===== config.mk =====
export PLATFORM = sky130hd
export DESIGN_NAME = shift_arbiter_flat
export DESIGN_NICKNAME = d
export VERILOG_FILES = /design/src/rtl/shift_arbiter_if.sv /design/src/rtl/shift_arbiter.sv /design/src/flat_wrapper.sv
export SDC_FILE = /design/constraint.sdc
export NUM_CORES = 1
export LEC_CHECK = 0
export BUFFER_PORTS_ARGS = -buffer_cell sky130_fd_sc_hd__buf_2
export CAP_MARGIN = 40
export CORE_MARGIN = 2
export CORE_UTILIZATION = 42
export DETAILED_ROUTE_END_ITERATION = 10
export GPL_TIMING_DRIVEN = 0
export PLACE_DENSITY = 0.8
export SLEW_MARGIN = 20
export SYNTH_ARGS = -nofsm -noshare
export SYNTH_HDL_FRONTEND = slang
export SYNTH_SLANG_ARGS = --single-unit

===== constraint.sdc =====
create_clock -name clk -period 1.6 [get_ports clk]
set_clock_uncertainty 0.05 [all_clocks]
set_input_delay 0.16 -clock clk [delete_from_list [all_inputs] [get_ports clk]]
set_output_delay 0.16 -clock clk [all_outputs]
set_load 0.01 [all_outputs]

===== src/rtl/shift_arbiter_if.sv =====
// Bundle of the requester, shifter and response signals around shift_arbiter.
//   req_valid/req_ready : per-requester request handshake (bit i = requester i)
//   req0_*/req1_*       : operand, shift amount and shift type of each requester
//   sh_a/sh_shamt/sh_type, sh_r : connection to the shared combinational shifter
//   resp_valid/resp_ready, resp_id, resp_r : result handshake towards the consumer
// The slave modport is the arbiter's view; master is the surrounding system.
interface shift_arbiter_if;
    logic [1:0]  req_valid;
    logic [1:0]  req_ready;
    logic [31:0] req0_a;
    logic [4:0]  req0_shamt;
    logic [1:0]  req0_type;
    logic [31:0] req1_a;
    logic [4:0]  req1_shamt;
    logic [1:0]  req1_type;
    logic [31:0] sh_a;
    logic [4:0]  sh_shamt;
    logic [1:0]  sh_type;
    logic [31:0] sh_r;
    logic        resp_valid;
    logic        resp_id;
    logic [31:0] resp_r;
    logic        resp_ready;

    modport slave (
        input  req_valid, req0_a, req0_shamt, req0_type,
        input  req1_a, req1_shamt, req1_type, sh_r, resp_ready,
        output req_ready, sh_a, sh_shamt, sh_type, resp_valid, resp_id, resp_r
    );

    modport master (
        output req_valid, req0_a, req0_shamt, req0_type,
        output req1_a, req1_shamt, req1_type, sh_r, resp_ready,
        input  req_ready, sh_a, sh_shamt, sh_type, resp_valid, resp_id, resp_r
    );
endinterface


===== src/rtl/shift_arbiter.sv =====
// Shares one combinational shifter between two requesters (0: EX-stage ALU
// shift path, 1: secondary multi-cycle helper). One transaction is in flight
// at a time: the winner's operands are latched into the sh_* registers, the
// shifter result is captured one cycle later and returned with a handshake.
//
// Ports:
//   clk       : system clock, rising edge
//   rst       : synchronous active-high reset
//   bus       : shift_arbiter_if.slave (requests, shifter link, response)
//   dbg_state : current FSM state (0 IDLE, 1 BUSY, 2 DONE)
//
// Handshakes: a transfer happens on a rising edge where valid and ready are
// both high. A request holds req_valid and its operands stable until its
// req_ready bit is seen; the arbiter holds resp_valid, resp_id and resp_r
// stable until resp_ready is seen. req_ready is combinational from req_valid
// and state and is never asserted for a requester whose req_valid is low.
//
// Parameter PRIO_MODE: 0 = round-robin, 1 = requester 0 always wins.
module shift_arbiter #(
    parameter int PRIO_MODE = 0
) (
    input  logic             clk,
    input  logic             rst,
    shift_arbiter_if.slave   bus,
    output logic [1:0]       dbg_state
);

    typedef enum logic [1:0] {
        IDLE = 2'd0,
        BUSY = 2'd1,
        DONE = 2'd2
    } state_t;

    state_t      state_q, state_d;
    logic        prefer_q, prefer_d;     // requester favoured on a tie (round-robin)
    logic        id_q, id_d;             // owner of the transaction in flight
    logic [31:0] sh_a_q, sh_a_d;
    logic [4:0]  sh_shamt_q, sh_shamt_d;
    logic [1:0]  sh_type_q, sh_type_d;
    logic        resp_valid_q, resp_valid_d;
    logic        resp_id_q, resp_id_d;
    logic [31:0] resp_r_q, resp_r_d;

    logic        window;
    logic [1:0]  grant;
    logic        accept;
    logic        grant_id;

    // The window also opens in DONE on the response handshake cycle so a
    // waiting request is taken back-to-back with the result leaving.
    always_comb begin
        window = (state_q == IDLE) || ((state_q == DONE) && bus.resp_ready);
        grant  = 2'b00;
        if (window && !rst) begin
            case (bus.req_valid)
                2'b01:   grant = 2'b01;
                2'b10:   grant = 2'b10;
                2'b11:   grant = ((PRIO_MODE == 1) || !prefer_q) ? 2'b01 : 2'b10;
                default: grant = 2'b00;
            endcase
        end
        accept   = |grant;
        grant_id = grant[1];
    end

    always_comb begin
        state_d      = state_q;
        prefer_d     = prefer_q;
        id_d         = id_q;
        sh_a_d       = sh_a_q;
        sh_shamt_d   = sh_shamt_q;
        sh_type_d    = sh_type_q;
        resp_valid_d = resp_valid_q;
        resp_id_d    = resp_id_q;
        resp_r_d     = resp_r_q;

        case (state_q)
            IDLE: begin
                if (accept) state_d = BUSY;
            end
            BUSY: begin
                resp_r_d     = bus.sh_r;
                resp_id_d    = id_q;
                resp_valid_d = 1'b1;
                state_d      = DONE;
            end
            DONE: begin
                if (bus.resp_ready) begin
                    resp_valid_d = 1'b0;
                    state_d      = accept ? BUSY : IDLE;
                end
            end
            default: state_d = IDLE;
        endcase

        // Shift type is forwarded untouched; encoding 11 is the shifter's business.
        if (accept) begin
            id_d       = grant_id;
            prefer_d   = ~grant_id;
            sh_a_d     = grant_id ? bus.req1_a     : bus.req0_a;
            sh_shamt_d = grant_id ? bus.req1_shamt : bus.req0_shamt;
            sh_type_d  = grant_id ? bus.req1_type  : bus.req0_type;
        end
    end

    always_ff @(posedge clk) begin
        if (rst) begin
            state_q      <= IDLE;
            prefer_q     <= 1'b0;
            id_q         <= 1'b0;
            sh_a_q       <= '0;
            sh_shamt_q   <= '0;
            sh_type_q    <= '0;
            resp_valid_q <= 1'b0;
            resp_id_q    <= 1'b0;
            resp_r_q     <= '0;
        end else begin
            state_q      <= state_d;
            prefer_q     <= prefer_d;
            id_q         <= id_d;
            sh_a_q       <= sh_a_d;
            sh_shamt_q   <= sh_shamt_d;
            sh_type_q    <= sh_type_d;
            resp_valid_q <= resp_valid_d;
            resp_id_q    <= resp_id_d;
            resp_r_q     <= resp_r_d;
        end
    end

    assign bus.req_ready  = grant;
    assign bus.sh_a       = sh_a_q;
    assign bus.sh_shamt   = sh_shamt_q;
    assign bus.sh_type    = sh_type_q;
    assign bus.resp_valid = resp_valid_q;
    assign bus.resp_id    = resp_id_q;
    assign bus.resp_r     = resp_r_q;
    assign dbg_state      = state_q;

endmodule


===== src/flat_wrapper.sv =====
// flat-port wrapper written by rule: the top's interface ports become plain ports
module shift_arbiter_flat 
#(
    parameter int PRIO_MODE = 0
)
  (clk, rst, dbg_state, bus_req_valid, bus_req0_a, bus_req0_shamt, bus_req0_type, bus_req1_a, bus_req1_shamt, bus_req1_type, bus_sh_r, bus_resp_ready, bus_req_ready, bus_sh_a, bus_sh_shamt, bus_sh_type, bus_resp_valid, bus_resp_id, bus_resp_r);
  shift_arbiter_if bus_i ();
  input  logic clk;
  input  logic rst;
  output logic [1:0] dbg_state;
  input wire logic [$bits(bus_i.req_valid)-1:0] bus_req_valid;
  input wire logic [$bits(bus_i.req0_a)-1:0] bus_req0_a;
  input wire logic [$bits(bus_i.req0_shamt)-1:0] bus_req0_shamt;
  input wire logic [$bits(bus_i.req0_type)-1:0] bus_req0_type;
  input wire logic [$bits(bus_i.req1_a)-1:0] bus_req1_a;
  input wire logic [$bits(bus_i.req1_shamt)-1:0] bus_req1_shamt;
  input wire logic [$bits(bus_i.req1_type)-1:0] bus_req1_type;
  input wire logic [$bits(bus_i.sh_r)-1:0] bus_sh_r;
  input wire logic [$bits(bus_i.resp_ready)-1:0] bus_resp_ready;
  output wire logic [$bits(bus_i.req_ready)-1:0] bus_req_ready;
  output wire logic [$bits(bus_i.sh_a)-1:0] bus_sh_a;
  output wire logic [$bits(bus_i.sh_shamt)-1:0] bus_sh_shamt;
  output wire logic [$bits(bus_i.sh_type)-1:0] bus_sh_type;
  output wire logic [$bits(bus_i.resp_valid)-1:0] bus_resp_valid;
  output wire logic [$bits(bus_i.resp_id)-1:0] bus_resp_id;
  output wire logic [$bits(bus_i.resp_r)-1:0] bus_resp_r;
  assign bus_i.req_valid = bus_req_valid;
  assign bus_i.req0_a = bus_req0_a;
  assign bus_i.req0_shamt = bus_req0_shamt;
  assign bus_i.req0_type = bus_req0_type;
  assign bus_i.req1_a = bus_req1_a;
  assign bus_i.req1_shamt = bus_req1_shamt;
  assign bus_i.req1_type = bus_req1_type;
  assign bus_i.sh_r = bus_sh_r;
  assign bus_i.resp_ready = bus_resp_ready;
  assign bus_req_ready = bus_i.req_ready;
  assign bus_sh_a = bus_i.sh_a;
  assign bus_sh_shamt = bus_i.sh_shamt;
  assign bus_sh_type = bus_i.sh_type;
  assign bus_resp_valid = bus_i.resp_valid;
  assign bus_resp_id = bus_i.resp_id;
  assign bus_resp_r = bus_i.resp_r;
  shift_arbiter #(.PRIO_MODE(PRIO_MODE)) u_core (.clk(clk), .rst(rst), .bus(bus_i), .dbg_state(dbg_state));
endmodule

==> results.md <==
* DR WL/cell at 14.7 um
* Largest area contributor in the netlist: dfxtp_1
* YS warnings at 0
* F_max at 0.649 GHz
* Num rows at 30
* Post-DP HPWL at 6890 um
* RSZ-0062 raised after global routing: yes
* DRT iter0 DRCs at 64
* Syn Nets at 430
* Fin worst setup slack at 0.0588 ns
* Die area at 7780 um^2
* First-pass DRT Iterations at 4
* Slew headroom at 63.9%
* Worst EP required at 1.39 ns
* Die Ht at 88.2 um
* Final setup fails at 0
* Initial Utilization at 43.6%
* Synthesized area per cell at 9.45 um^2
* Share of cells above drive strength 1 at 43.9%
* Post-route cell area at 4510 um^2
* First-pass GRT wire length at 13900 um
* FF+latch count, synth at 77
* # port buffers at 190
* Core area at 6830 um^2
* Gr ovfl total at 0
* Storage cell area at 1550 um^2
* CTS clk-pin slew, worst paths at 0.08 ns
* Drt total wl at 9280 um
* Share of the synthesized area in the top cell type at 51.8%
* Synthesis-to-finish area growth at 51.6%
* Vias per Instance at 5.15
* PwrDens at 1040 nW/um^2
* Via count at 3263
* Final slew viol count at 0
* Max-Cap Viols at 0
* Antenna-violating nets left at 0
* Sink Count at 77
* Hold Violations, Final at 0
* Seq/Total Area, Yosys at 51.8%
* Top cells by area, synth: dfxtp_1 (52%), a32oi_1 (11%), o2bb2ai_1 (11%)
* Pre-CTS WS at 0.00649 ns
* Hold Crit Class: in -> reg
* Routability congestion estimate at 0.792
* CP Capture Type: output pin
* Worst-path maximum fanout at 10
* N_diodes at 0
* Number of CTS-inserted buffers at 9
* Initial antenna violation count at 0
* # DRC at 0
* Final Cycle Share at 96.3%
* # fillers at 598
* Ports at 192
* CTS tree: done
* Htree depth at 3
* Die width at 88.2 um
* Final core utilization at 66.1%
* Static Leak at 0.00207 uW
* Hold Crit Depth at 3
* Synth cell types at 23
* Clock Path Buffers at 2
* Post-Synthesis Cells at 315
* CP arrival at 1.33 ns
* Pin count of the biggest net entering global routing at 13
* Multi-input gate area at 1280 um^2
* Reg2Reg Depth at 7
* Status: finished, final reports clean
* CTS root buf: clkbuf_8
* WS Path Type: reg -> out
* # nets final at 648
* Post-Place Cell Area at 4050 um^2
* Vias in the first global route at 3073
* Worst Tran Pin Value at 0.542 ns
* Overall Global Routing Usage at 22.9%
* Clock latency at the later pin of the worst-skew pair at 0.34 ns
* Startpoint types: flop
* Tmin final at 1.54 ns
* Peak supply drop at 0.000486 V
* Setup TNS Final at 0 ns
* Synthesized cell area at 2980 um^2
## final cells by class
cell class,instances,area share (%)
Clock buffer,12,3.66
Buffer,34,4.52
Multi-Input combinational cell,200,28.4
Inverter,4,0.333
Tap cell,96,2.66
Sequential cell,77,34.2
Clock inverter,3,1.50
Timing Repair Buffer,207,24.7
## metrics by stage
stage / hold WS [ns] / power, uW / instances
floorplan: 0.228 / 2620 / 315
global placement: 0.331 / 3000 / 601
detailed placement: 0.340 / 3020 / 601
CTS: 0.000192 / 4740 / 632
global route: 0.00168 / 4920 / 633
finish: 0.00892 / 4710 / 633
## worst max-delay path, stage by stage, from the launching register on
cell,delay (ns)
dfxtp_2,0.35
nand2b_1,0.09
buf_6,0.12
nand2_4,0.05
clkbuf_8,0.16
nor2_1,0.09
buf_2,0.14
## timing repair
action,in CTS,in global routing
hold buffers,15,0
endpoints found under the setup margin,2,4
hold endpoints to repair,15,0
setup buffers,1,1
resized for setup,18,3
gates cloned,0,0
pin swaps,1,1
## cells in the final DEF (no fill, tap or decap), drive strengths merged
master	count
nand3b	1
dfxtp	77
a21oi	34
a41o	1
or2	1
a21boi	1
nand2	68
nor2b	1
a311oi	2
inv	4
buf	208
a32o	1
a311o	1
dlygate4sd3	15
nor2	4
bufinv	2
o21ai	1
and3	2
clkinvlp	1
a31oi	3
clkbuf	30
nand2b	3
o2bb2ai	38
a32oi	38
## synthesized netlist by cell type
cell       count
dfxtp_1       77
nand2_1       68
a32oi_1       38
o2bb2ai_1     38
a21oi_1       34
clkbuf_1      18
buf_2         13
inv_1          4
nor2_1         4
buf_6          3
nand2b_1       3
a311oi_1       2
a31oi_1        2
and3_1         2
a21boi_1       1
a311o_1        1
a31oi_4        1
a32o_1         1
a41o_1         1
nand3b_1       1
nor2b_1        1
o21ai_0        1
or2_4          1
## worst paths after layout
kind,slack (ns),start,endpoint
worst max register to register,0.12,u_core.dbg_state[1]$_SDFFE_PP0P_,u_core.bus.sh_a[16]$_SDFFE_PP0P_
worst max-delay path,0.06,u_core.dbg_state[1]$_SDFFE_PP0P_,bus_req_ready[1]
worst min register to register,0.40,u_core.bus.resp_r[0]$_SDFFE_PP0P_,u_core.bus.resp_r[0]$_SDFFE_PP0P_
worst min-delay path,0.009,bus_sh_r[17],u_core.bus.resp_r[17]$_SDFFE_PP0P_
## logic make-up after synthesis
kind of cell | count (synthesis) | share of synthesized area, %
AO/OA/AOI/OAI | 120 | 31.2
flip-flops | 77 | 51.8
AND/OR/NAND/NOR | 80 | 10.9
buffers and inverters | 38 | 6.09
## state kept, by name (all words and copies together), names as in the netlist
| name | cells |
|---|---|
| u_core.bus.resp_r | 32 |
| u_core.bus.sh_a | 32 |
| u_core.bus.sh_shamt | 5 |
| u_core.bus.sh_type | 2 |
| u_core.dbg_state | 2 |
| u_core.bus.resp_id | 1 |
| u_core.bus.resp_valid | 1 |
| u_core.id_q | 1 |
| u_core.prefer_q | 1 |
## per-layer routing
layer | routed length [um] | GRT usage, %
met3 | 693 | 5.28
met4 | 168 | 9.37
met1 | 3810 | 25.8
met2 | 4600 | 41.4
met5 | 0 | 0
## report_power, final
group	internal, uW	switching, uW
Combinational	412	474
Sequential	2070	86.3
Clock	998	673
Power figures use the tool's default switching activity.
